==> src/rtl/sram_ctr_ahb_resp.sv <==
// AHB slave response stage of the SRAM controller: qualifies address phases, holds the
// address stage via error_check, drives the two-cycle ERROR response and the SRAM strobes.
module sram_ctr_ahb_resp #(
  parameter int                  ADDR_W  = 12,
  parameter logic [29-ADDR_W:0]  BASE_HI = '0
) (
  input  logic        hclk,
  input  logic        hreset,
  input  logic        hsel,
  input  logic [1:0]  htrans,
  input  logic [2:0]  hburst,
  input  logic [2:0]  hsize,
  input  logic        hwrite,
  input  logic [31:0] haddr,
  input  logic        hready_in,
  output logic        hready_out,
  output logic [1:0]  hresp,
  output logic        error_check,
  output logic        sram_ce,
  output logic        sram_we,
  output logic [1:0]  fsm_state
);

  typedef enum logic [1:0] {
    ST_OKAY = 2'd0,
    ST_ERR1 = 2'd1,
    ST_ERR2 = 2'd2
  } state_e;

  // Handshake: an address phase is taken only when hsel & hready_in & htrans[1]
  // and the slave is not in the first (wait) cycle of an ERROR response.
  state_e      state_q, state_d;
  logic [3:0]  beats_q, beats_d;
  logic        sram_ce_q, sram_we_q;

  logic        is_seq, is_nonseq, fixed_burst, misaligned, out_of_range;
  logic        valid, illegal, accept;
  logic [3:0]  burst_len_m1;
  logic        unused_addr;

  assign unused_addr  = ^haddr[ADDR_W+1:2];
  assign is_seq       = (htrans == 2'b11);
  assign is_nonseq    = (htrans == 2'b10);
  assign fixed_burst  = hburst[2] | hburst[1];
  assign out_of_range = (haddr[31:ADDR_W+2] != BASE_HI);
  assign misaligned   = ((hsize == 3'd1) & haddr[0]) |
                        ((hsize == 3'd2) & (|haddr[1:0]));
  assign illegal      = out_of_range | (hsize > 3'd2) | misaligned |
                        (is_seq & fixed_burst & (beats_q == 4'd0));
  assign valid        = hsel & hready_in & htrans[1] & (state_q != ST_ERR1);
  assign accept       = valid & ~illegal;
  assign error_check  = ~accept | hreset;

  always_comb begin
    burst_len_m1 = 4'd0;
    case (hburst)
      3'd2, 3'd3: burst_len_m1 = 4'd3;
      3'd4, 3'd5: burst_len_m1 = 4'd7;
      3'd6, 3'd7: burst_len_m1 = 4'd15;
      default:    burst_len_m1 = 4'd0;
    endcase
  end

  // An ERROR response abandons the burst, so a following SEQ becomes illegal.
  always_comb begin
    beats_d = beats_q;
    if (valid & illegal)
      beats_d = 4'd0;
    else if (accept & is_nonseq)
      beats_d = burst_len_m1;
    else if (accept & is_seq & (beats_q != 4'd0))
      beats_d = beats_q - 4'd1;
  end

  // FSM: state register
  always_ff @(posedge hclk) begin
    if (hreset) state_q <= ST_OKAY;
    else        state_q <= state_d;
  end

  // FSM: next state; ERR2 holds while hready_in is low so the response is not cut short
  always_comb begin
    state_d = state_q;
    case (state_q)
      ST_OKAY: if (valid & illegal) state_d = ST_ERR1;
      ST_ERR1: state_d = ST_ERR2;
      ST_ERR2: begin
        if (valid & illegal)  state_d = ST_ERR1;
        else if (hready_in)   state_d = ST_OKAY;
      end
      default: state_d = ST_OKAY;
    endcase
  end

  // FSM: outputs
  always_comb begin
    hready_out = 1'b1;
    hresp      = 2'b00;
    case (state_q)
      ST_ERR1: begin hready_out = 1'b0; hresp = 2'b01; end
      ST_ERR2: begin hready_out = 1'b1; hresp = 2'b01; end
      default: begin hready_out = 1'b1; hresp = 2'b00; end
    endcase
  end

  always_ff @(posedge hclk) begin
    if (hreset) begin
      beats_q   <= 4'd0;
      sram_ce_q <= 1'b0;
      sram_we_q <= 1'b0;
    end else begin
      beats_q   <= beats_d;
      sram_ce_q <= accept;
      sram_we_q <= accept & hwrite;
    end
  end

  assign sram_ce   = sram_ce_q;
  assign sram_we   = sram_we_q;
  assign fsm_state = state_q;

endmodule

==> config.mk <==
export PLATFORM = sky130hd
export DESIGN_NAME = sram_ctr_ahb_resp
export DESIGN_NICKNAME = d
export VERILOG_FILES = /design/src/rtl/sram_ctr_ahb_resp.sv
export SDC_FILE = /design/constraint.sdc
export NUM_CORES = 1
export LEC_CHECK = 0
export CAP_MARGIN = 30
export CELL_PAD_IN_SITES_DETAIL_PLACEMENT = 1
export CELL_PAD_IN_SITES_GLOBAL_PLACEMENT = 1
export CORE_ASPECT_RATIO = 1.75
export CORE_MARGIN = 2
export CORE_UTILIZATION = 23
export CTS_BUF_LIST = sky130_fd_sc_hd__clkbuf_2
export CTS_CLUSTER_DIAMETER = 200
export DETAILED_ROUTE_END_ITERATION = 8
export PLACE_DENSITY_LB_ADDON = 0.1
export SKIP_LAST_GASP = 1
export SYNTH_ARGS = -nofsm -noshare
export SYNTH_HDL_FRONTEND = slang
export SYNTH_SLANG_ARGS = --single-unit
==> constraint.sdc <==
create_clock -name hclk -period 2.5 [get_ports hclk]
set_input_delay 0.5 -clock hclk [delete_from_list [all_inputs] [get_ports hclk]]
set_output_delay 0.5 -clock hclk [all_outputs]
set_load 0.05 [all_outputs]
# Yosys cells after proc, flatten, opt, wreduce, memory -nomap -nowiden
# Cells that the tools add are included.
dict set report word_totals {
  ff_bits 8
  inputBits 45
  output_inout_bits 8
  word_cells 63
}
dict set report op_classes {
  add_sub_neg 1
  order_cmp 1
  eq_ne 15
  n_mux 9
  n_bitwise 21
  reduce_logical 12
}
# cell n
set ops {}
lappend ops {{nonzero test 18 bit} 1}
lappend ops {{bitwise AND 1 bit} 13}
lappend ops {{== test 3 bit (second input constant)} 4}
lappend ops {{one-hot mux 4 bit (3 select lines)} 1}
lappend ops {{OR reduction 2 bit} 6}
lappend ops {{== test 3 x 2 -> 1 bit (second input constant)} 3}
lappend ops {{two-way mux 4 bit} 2}
lappend ops {{== test 2 bit (second input constant)} 3}
lappend ops {{two-way mux 2 bit} 3}
lappend ops {{OR 1 bit} 6}
lappend ops {{one-hot mux 2 bit (3 select lines)} 1}
lappend ops {{logical NOT 4 bit} 1}
lappend ops {{nonzero test 4 bit} 1}
lappend ops {{subtractor 4 x 1 -> 4 bit (second input constant)} 1}
lappend ops {{== test 3 x 1 -> 1 bit (second input constant)} 1}
lappend ops {{greater-than comparator 3 x 2 -> 1 bit (second input constant)} 1}
lappend ops {{!= test 3 bit (second input constant)} 1}
lappend ops {{== test 2 x 1 -> 1 bit (second input constant)} 1}
lappend ops {{logical NOT 2 bit} 1}
lappend ops {{two-way mux 1 bit} 2}
lappend ops {{!= test 2 x 1 -> 1 bit (second input constant)} 1}
lappend ops {{!= test 2 bit (second input constant)} 1}
lappend ops {{NOT 1 bit} 2}
lappend ops {{AND reduction 2 bit} 1}
lappend ops {{nonzero test 2 bit} 1}

# Longest topological paths before layout
# Gate-level depths: netlist of the first run.
dict set report depth {
  word_depth 11
  depth_mapped 7
}

# Least setup slack after synthesis of the first run
# No wires, ideal clock.
dict set report synth_timing {
  path_type {register -> output}
  start {register state_q[1], in the netlist fsm_state[1]}
  end {output port error_check}
  arrival_time_ns 1.852
  t_required_ns 2.000
  slack_ns 0.148
  path_stages_with_launch 6
  n_path_buf 0
  path_cell_list {dfxtp_1 -> inv_1 -> ha_1 -> nand4b_1 -> nor3_4 -> inv_1}
}
dict set report synth_via {
  elab_chain_cells 5
}
# item line_no
set synth_lines {}
lappend synth_lines {{from (decl)} 32} ;# state_e state_q, state_d;
lappend synth_lines {{from (signal assigned)} 78} ;# else state_q <= state_d;
lappend synth_lines {{!= test 2 x 1 -> 1 bit} 50} ;# assign valid = hsel & hready_in & htrans[1] & (state_q != ST_ERR1);
lappend synth_lines {{bitwise AND 1 bit} 50}
lappend synth_lines {{bitwise AND 1 bit} 51} ;# assign accept = valid & ~illegal;
lappend synth_lines {{NOT 1 bit} 52} ;# assign error_check = ~accept | hreset;
lappend synth_lines {{OR 1 bit} 52}
lappend synth_lines {{to (decl)} 18} ;# output logic error_check,
# No other way between the ends.

# Worst setup path in the final report of the first run
dict set report layout_timing {
  start {input port hsize[2]}
  end {output port error_check}
}
dict set report layout_via {
  elab_chain_cells 9
  elab_cells_between_ends 13
  classes_between {order compare (1); eq/ne (2); bitwise (10)}
}
# item line_no
set layout_lines {}
lappend layout_lines {{from (decl)} 12} ;# input logic [2:0] hsize,
lappend layout_lines {{branches (longest 3 deep; another with greater-than comparator 3 x 2 -> 1 bit)} --}
lappend layout_lines {{OR 1 bit * (2 in a row)} 48} ;# assign illegal = out_of_range | (hsize > 3'd2) | misaligned |
lappend layout_lines {{NOT 1 bit *} 51}
lappend layout_lines {{bitwise AND 1 bit *} 51}
lappend layout_lines {{NOT 1 bit *} 52}
lappend layout_lines {{OR 1 bit *} 52}
# Every way passes the cells marked *.

==> results of run 1 <==
-- layout make-up --
type,count,area [µm²],area share [%]
Multi-Input combinational cell,62,498,41.1
Timing Repair Buffer,53,475,39.2
Sequential cell,8,163,13.4
Tap cell,28,35.0,2.89
Inverter,7,26.3,2.17
Clock buffer,3,15.0,1.24
-- power groups by stage --
stage / combinational, µW / clock, µW / sequential [µW]
3_3_place_gp: 119 / 0 / 134
5_1_grt: 123 / 85.8 / 132
6_report: 112 / 76.1 / 131
3_5_place_dp: 122 / 0 / 134
4_1_cts: 113 / 82.3 / 131
2_1_floorplan: 43.2 / 0 / 137
-- routing by layer --
metal,vias to the layer above,global-route usage (%)
li1,401,-
met1,383,14.2
met2,30,29.9
met3,0,1.18
met4,0,4.41
met5,-,0
-- cells by family after synthesis --
kind of cell             share of synthesized area, %
XOR/XNOR                                         1.28
adder cells (fa/ha/maj)                          10.9
flip-flops                                       23.3
AO/OA/AOI/OAI                                    18.4
AND/OR/NAND/NOR                                  39.0
other                                           0.546
buffers and inverters                            6.56
-- worst max-delay path by stage --
stage                                          from          end  slack [ns]  cells past startpoint
after detailed placement                  haddr[17]  error_check       -0.18                      7
after global placement                    haddr[19]  error_check       -0.17                      7
final                                      hsize[2]  error_check        0.08                      7
after floorplan           fsm_state[1]$_SDFFE_PP0P_  error_check        0.15                      5
after global routing                      haddr[25]  error_check      -0.002                      7
after CTS                                  hsize[2]  error_check        0.01                      7
-- timing repair --
| item | in CTS | in global routing |
|---|---|---|
| hold buffers | 0 | 0 |
| resized for setup | 35 | 1 |
| pin swaps | 10 | 4 |
| setup buffers | 2 | 1 |
| setup endpoints to repair | 1 | 1 |
-- cell usage after synthesis (2+ instances only) --
cell      number  area share (%)
o21ai_0        4             2.9
a21oi_1        8             5.8
inv_1          7             3.8
ha_1           6              11
dfxtp_1        8              23
nor3_1         5             3.6
nand2_1        3             1.6
nor4_2         4             7.3
o41ai_1        2             2.6
nor2_1         6             3.3
nor3_4         2             4.7
nand4b_1       2             2.6
buf_4          2             2.2
a211oi_1       2             2.2
-- stage by stage --
| stage | setup slack (ns) | hold WS, ns | utilization, % |
|---|---|---|---|
| 2_1_floorplan | 0.148 | 0.476 | - |
| 3_3_place_gp | -0.170 | 0.518 | 40.4 |
| 3_5_place_dp | -0.179 | 0.526 | 40.4 |
| 4_1_cts | 0.0121 | 0.513 | 41.6 |
| 5_1_grt | -0.00170 | 0.576 | 41.9 |
| 6_report | 0.0772 | 0.532 | 41.9 |
-- flip-flops by register name, summed over array words and instances (netlist names) --
signal     flops
sram_ce        1
sram_we        1
fsm_state      2
beats_q        4
-- critical path, stage by stage --
cell,delay (ns)
dlygate4sd2_1,0.24
nor4_2,0.30
nand3_2,0.11
or3_4,0.42
nor3_4,0.13
inv_1,0.08
buf_6,0.15
==> reports/metrics.yaml, run 1 <==
nFillCells: 362
min_to: "beats_q[1]$_SDFFE_PP0P_"
fin_area_um2: 1210
antenna_cells: 0
final_cell_mix: "dlygate4sd2_1, clkdlybuf4s50_1, buf_4"
syn-cell-area_um2: 687
crit_path_max_fanout: 2
fin_nets: 186
drt-met1-wl_um: 681
die_area_um2: 3460
die_y_um: 76.3
antenna_left: 0
ys_types: 33
ir_drop_mv: 0.0884
min-delay-start: "beats_q[1]$_SDFFE_PP0P_"
dpl.cell_count: 155
syn-instance-count: 80
r2r_end: "fsm_state[0]$_SDFFE_PP0P_"
syn_to_final_growth_pct: 76.5
cts_root_buf: "clkbuf_2"
cts_tree: "built"
wl_met3_um: 86
critPathKind: "input pin to primary output"
status: "completed"
setup-violations-final: 0
syn_area_per_cell_um2: 8.59
instances_no_fill: 161
num_rows: 26
wl_met2_mm: 1.41
viasPerCell: 5.06
num_vias: 814
pwr-share-comb_pct: 35.0
grt.overflow.total: 0
h-tree-depth: 1
routabilityCongestion: 0.776
min-delay-path-class: "flip-flop to flip-flop"
p_sw_share_pct: 30.8
drc: 0
cp.arrival_ns: 1.92
synth_edf_count: 0
start_util_pct: 23.7
dr.pass1.iters: 3
antenna_found_initial: 0
synth_nets: 131
synthArstFlopShare_pct: 0
intPower_uw: 221
synth-main-ff-cell: "dfxtp_1"
min_delay_path_depth: 2
finalClockSkew_ns: 0.00248
endpoint_kind: "primary output"
max-cap-violations: 0
dpl_cell_area_um2: 1170
io_pins: 53
cts_made_buffers: 3
max_freq_mhz: 413
p_leak_uw: 0.000486
worstSetupStartpointType: "input pin"
core_area_um2: 2900
setup_tns_ns: 0
worstSkewPairLatency_ns: 0.23
path_clk_slew_ns: 0.08
grt_pass1_wl_mm: 3.92
cp.required_ns: 2.00
dr.first_iter.drc_count: 1
grt_max_degree: 9
power_frac_seq_pct: 41.2
hold_viol: 0
ys.warnings.count: 0
io_buffers: 38
highest_layer: "met3"
p_per_area_nw_per_um2: 263
r2r_cells: 9
reg2reg_from: "beats_q[0]$_SDFFE_PP0P_"
grtUsageTotal_pct: 14.8
first_global_vias: 932
clkPwrFrac_pct: 23.9
slew_viol_final: 0
drive_gt1_share_pct: 26.3
wirelength_mm: 2.18
p_sw_uw: 98.2
finalCritPeriodShare_pct: 96.9
power_uw: 319
clk_path_buf_depth: 2
worst_slew_pin_slew_ns: 0.496
yosysSeqAreaShare_pct: 23.3
layout_commonest_cell: "dlygate4sd2_1"
post-route-min-period_ns: 2.42
slew_headroom_pct: 66.8
reg2reg_slack_ns: 0.58
fp.dieW_um: 45.3
post-dp-hpwl_mm: 1.92
ys_seq_elements: 8
clock-sinks: 8
wl_per_cell_um: 13.6
Power figures use the tool's default switching activity.
==> run 2, diff against run 1 <==
--- a/config.mk
+++ b/config.mk
@@ -14,8 +14,7 @@
 export CTS_BUF_LIST = sky130_fd_sc_hd__clkbuf_2
 export CTS_CLUSTER_DIAMETER = 200
 export DETAILED_ROUTE_END_ITERATION = 8
-export PLACE_DENSITY_LB_ADDON = 0.1
-export SKIP_LAST_GASP = 1
+export PLACE_DENSITY = 0.86
 export SYNTH_ARGS = -nofsm -noshare
 export SYNTH_HDL_FRONTEND = slang
 export SYNTH_SLANG_ARGS = --single-unit
==> run 2 against run 1 <==
Die area is the same. Hold slack gained 0.013 ns. Utilization grew 1.4 points. Flip-flop and latch count is the same. Critical endpoint unchanged. Highest routed layer is now met4.
==> reports/metrics.yaml, run 2 (same netlist as run 1, synthesis figures left out) <==
hold_viol: 0  # unchanged
grt_max_degree: 10  # +1
intPower_uw: 229  # +3.9%
dr.pass1.iters: 4  # +1
wirelength_mm: 2.28  # +4.4%
path_clk_slew_ns: 0.07  # about the same
core_area_um2: 2900  # unchanged
die_y_um: 76.3  # unchanged
status: "completed"
dr.first_iter.drc_count: 9  # +8
min_delay_path_depth: 2  # unchanged
p_sw_share_pct: 31.5  # +0.73 points
power_uw: 335  # +5.0%
viasPerCell: 5.17  # +2.3%
dpl.cell_count: 152  # -1.9%
antenna_found_initial: 0  # unchanged
pwr-share-comb_pct: 37.1  # +2.1 points
endpoint_kind: "primary output"
cp.required_ns: 2.00  # about the same
power_frac_seq_pct: 39.2  # -2.0 points
h-tree-depth: 1  # unchanged
cp.arrival_ns: 1.93  # about the same
ctsHoldBuffers: 0  # unchanged
post-route-min-period_ns: 2.43  # +0.00995 ns
layout_commonest_cell: "buf_4"
clkPwrFrac_pct: 23.7  # -0.2 points
worst_slew_pin_slew_ns: 0.500  # +0.00433 ns
path_buf_inv: 3  # unchanged
p_leak_uw: 0.000527  # +8.4%
critPathMaxStageDelay_ns: 0.41  # about the same
fin_area_um2: 1250  # +3.3%
largest_reg_flops: 4  # unchanged
cts_root_buf: "clkbuf_2"
critPathKind: "input pin to primary output"
start_util_pct: 23.7  # unchanged
fp.dieW_um: 45.3  # unchanged
slew_viol_final: 0  # unchanged
antenna_cells: 0  # unchanged
max-cap-violations: 0  # unchanged
syn_to_final_growth_pct: 82.3
num_vias: 838  # +2.9%
antenna_left: 0  # unchanged
finalCritPeriodShare_pct: 97.3  # +0.40 points
grt.overflow.total: 0  # unchanged
wl_per_cell_um: 14.1  # +3.8%
startpoint: "haddr[30]"
crit_chain: "clkdlybuf4s50_1 -> nor3_2 -> nand3_2 -> or3_4 -> nor3_4 -> inv_1 -> buf_6"
instances_no_fill: 162  # +0.62%
die_area_um2: 3460  # unchanged
first_global_vias: 896  # -3.9%
crit_path_max_fanout: 3  # +1
post-dp-hpwl_mm: 1.84  # -3.9%
r2r_cells: 8  # -1
seq_area_um2: 163  # unchanged
io_buffers: 38  # unchanged
p_sw_uw: 105  # +7.5%
dpl_cell_area_um2: 1150  # -1.9%
clock-sinks: 8  # unchanged
whs_ns: 0.545  # +0.0130 ns
final_cell_mix: "buf_4, dlygate4sd2_1, clkdlybuf4s50_1"
slew_headroom_pct: 66.6  # -0.29 points
p_per_area_nw_per_um2: 267  # +1.6%
nFillCells: 349  # -3.6%
max_freq_mhz: 411  # -0.41%
path_delay_family: "simple AND/OR/NAND/NOR gates"
drive_gt1_share_pct: 29.9  # +3.5 points
io_pins: 53  # unchanged
largest_register: "beats_q"
worstSetupStartpointType: "input pin"
reg2reg_from: "fsm_state[1]$_SDFFE_PP0P_"
crit_cells: 7  # unchanged
min-delay-start: "beats_q[1]$_SDFFE_PP0P_"
clk_path_buf_depth: 2  # unchanged
grt_pass1_wl_mm: 3.63  # -7.4%
grtUsageTotal_pct: 14.0  # -0.81 points
routabilityCongestion: 0.792  # +2.1%
multi_input_area_um2: 523  # +5.0%
finalClockSkew_ns: 0.00765  # +0.00518 ns
num_rows: 26  # unchanged
rsz0062_at_grt: "yes"
worstSkewPairLatency_ns: 0.25  # +0.02 ns
drc: 0  # unchanged
cts_made_buffers: 3  # unchanged
setup-violations-final: 0  # unchanged
crit_slowest_cell: "clkdlybuf4s50_1"
cts_tree: "built"
fin_nets: 187  # +0.54%
min-delay-path-class: "flip-flop to flip-flop"
ir_drop_mv: 0.117  # +33%
-- run 2: final timing paths --
check	endpoint	slack, ns
hold / removal	beats_q[1]$_SDFFE_PP0P_	0.54
setup reg to reg	beats_q[0]$_SDFFE_PP0P_	0.58
setup / recovery	error_check	0.07
hold reg to reg	beats_q[1]$_SDFFE_PP0P_	0.54
-- run 2: stage by stage --
| stage | TNS [ns] | setup WS, ns | utilization [%] |
|---|---|---|---|
| finish | 0 | 0.0673 | 43.3 |
| global route | -0.00703 | -0.00703 | 43.3 |
| CTS | 0 | 0.000921 | 41.7 |
| detailed placement | -0.195 | -0.195 | 39.7 |
| global placement | -0.153 | -0.153 | 39.7 |
| floorplan | 0 | 0.148 | - |
-- run 2: timing repair --
action | in CTS | in global routing
setup buffers | 7 | 0
resized for setup | 28 | 10
setup endpoints to repair | 1 | 5
pin swaps | 11 | 7
gates cloned | 0 | 0
-- run 2: per-layer routing --
| layer | wire length [µm] | vias up | global-route usage (%) |
|---|---|---|---|
| met4 | 62 | 0 | 6.18 |
| met2 | 1450 | 39 | 28.9 |
| met1 | 667 | 386 | 12.3 |
| met5 | 0 | - | 0 |
| li1 | - | 406 | - |
| met3 | 96 | 7 | 0.237 |
-- run 2: worst min-delay path, delay by kind of cell (launching register included) --
kind	cells	cell delay [ns]
compound gates	2	0.17
flops	1	0.34
-- run 2: final cells by class --
type                    count  share of cell area (%)
clock buffers               3                    1.20
flip-flops and latches      8                    13.0
multi-input cells          62                    41.8
inverters                   7                    2.10
well taps                  28                    2.80
repair buffers             54                    39.2
-- run 2: power by group through the flow --
stage                     logic [µW]  clock network (µW)  registers, µW
after floorplan                 43.2                   0            137
after global placement           115                   0            134
after detailed placement         119                   0            134
after CTS                        121                80.8            131
after global routing             134                89.1            132
final                            124                79.3            131
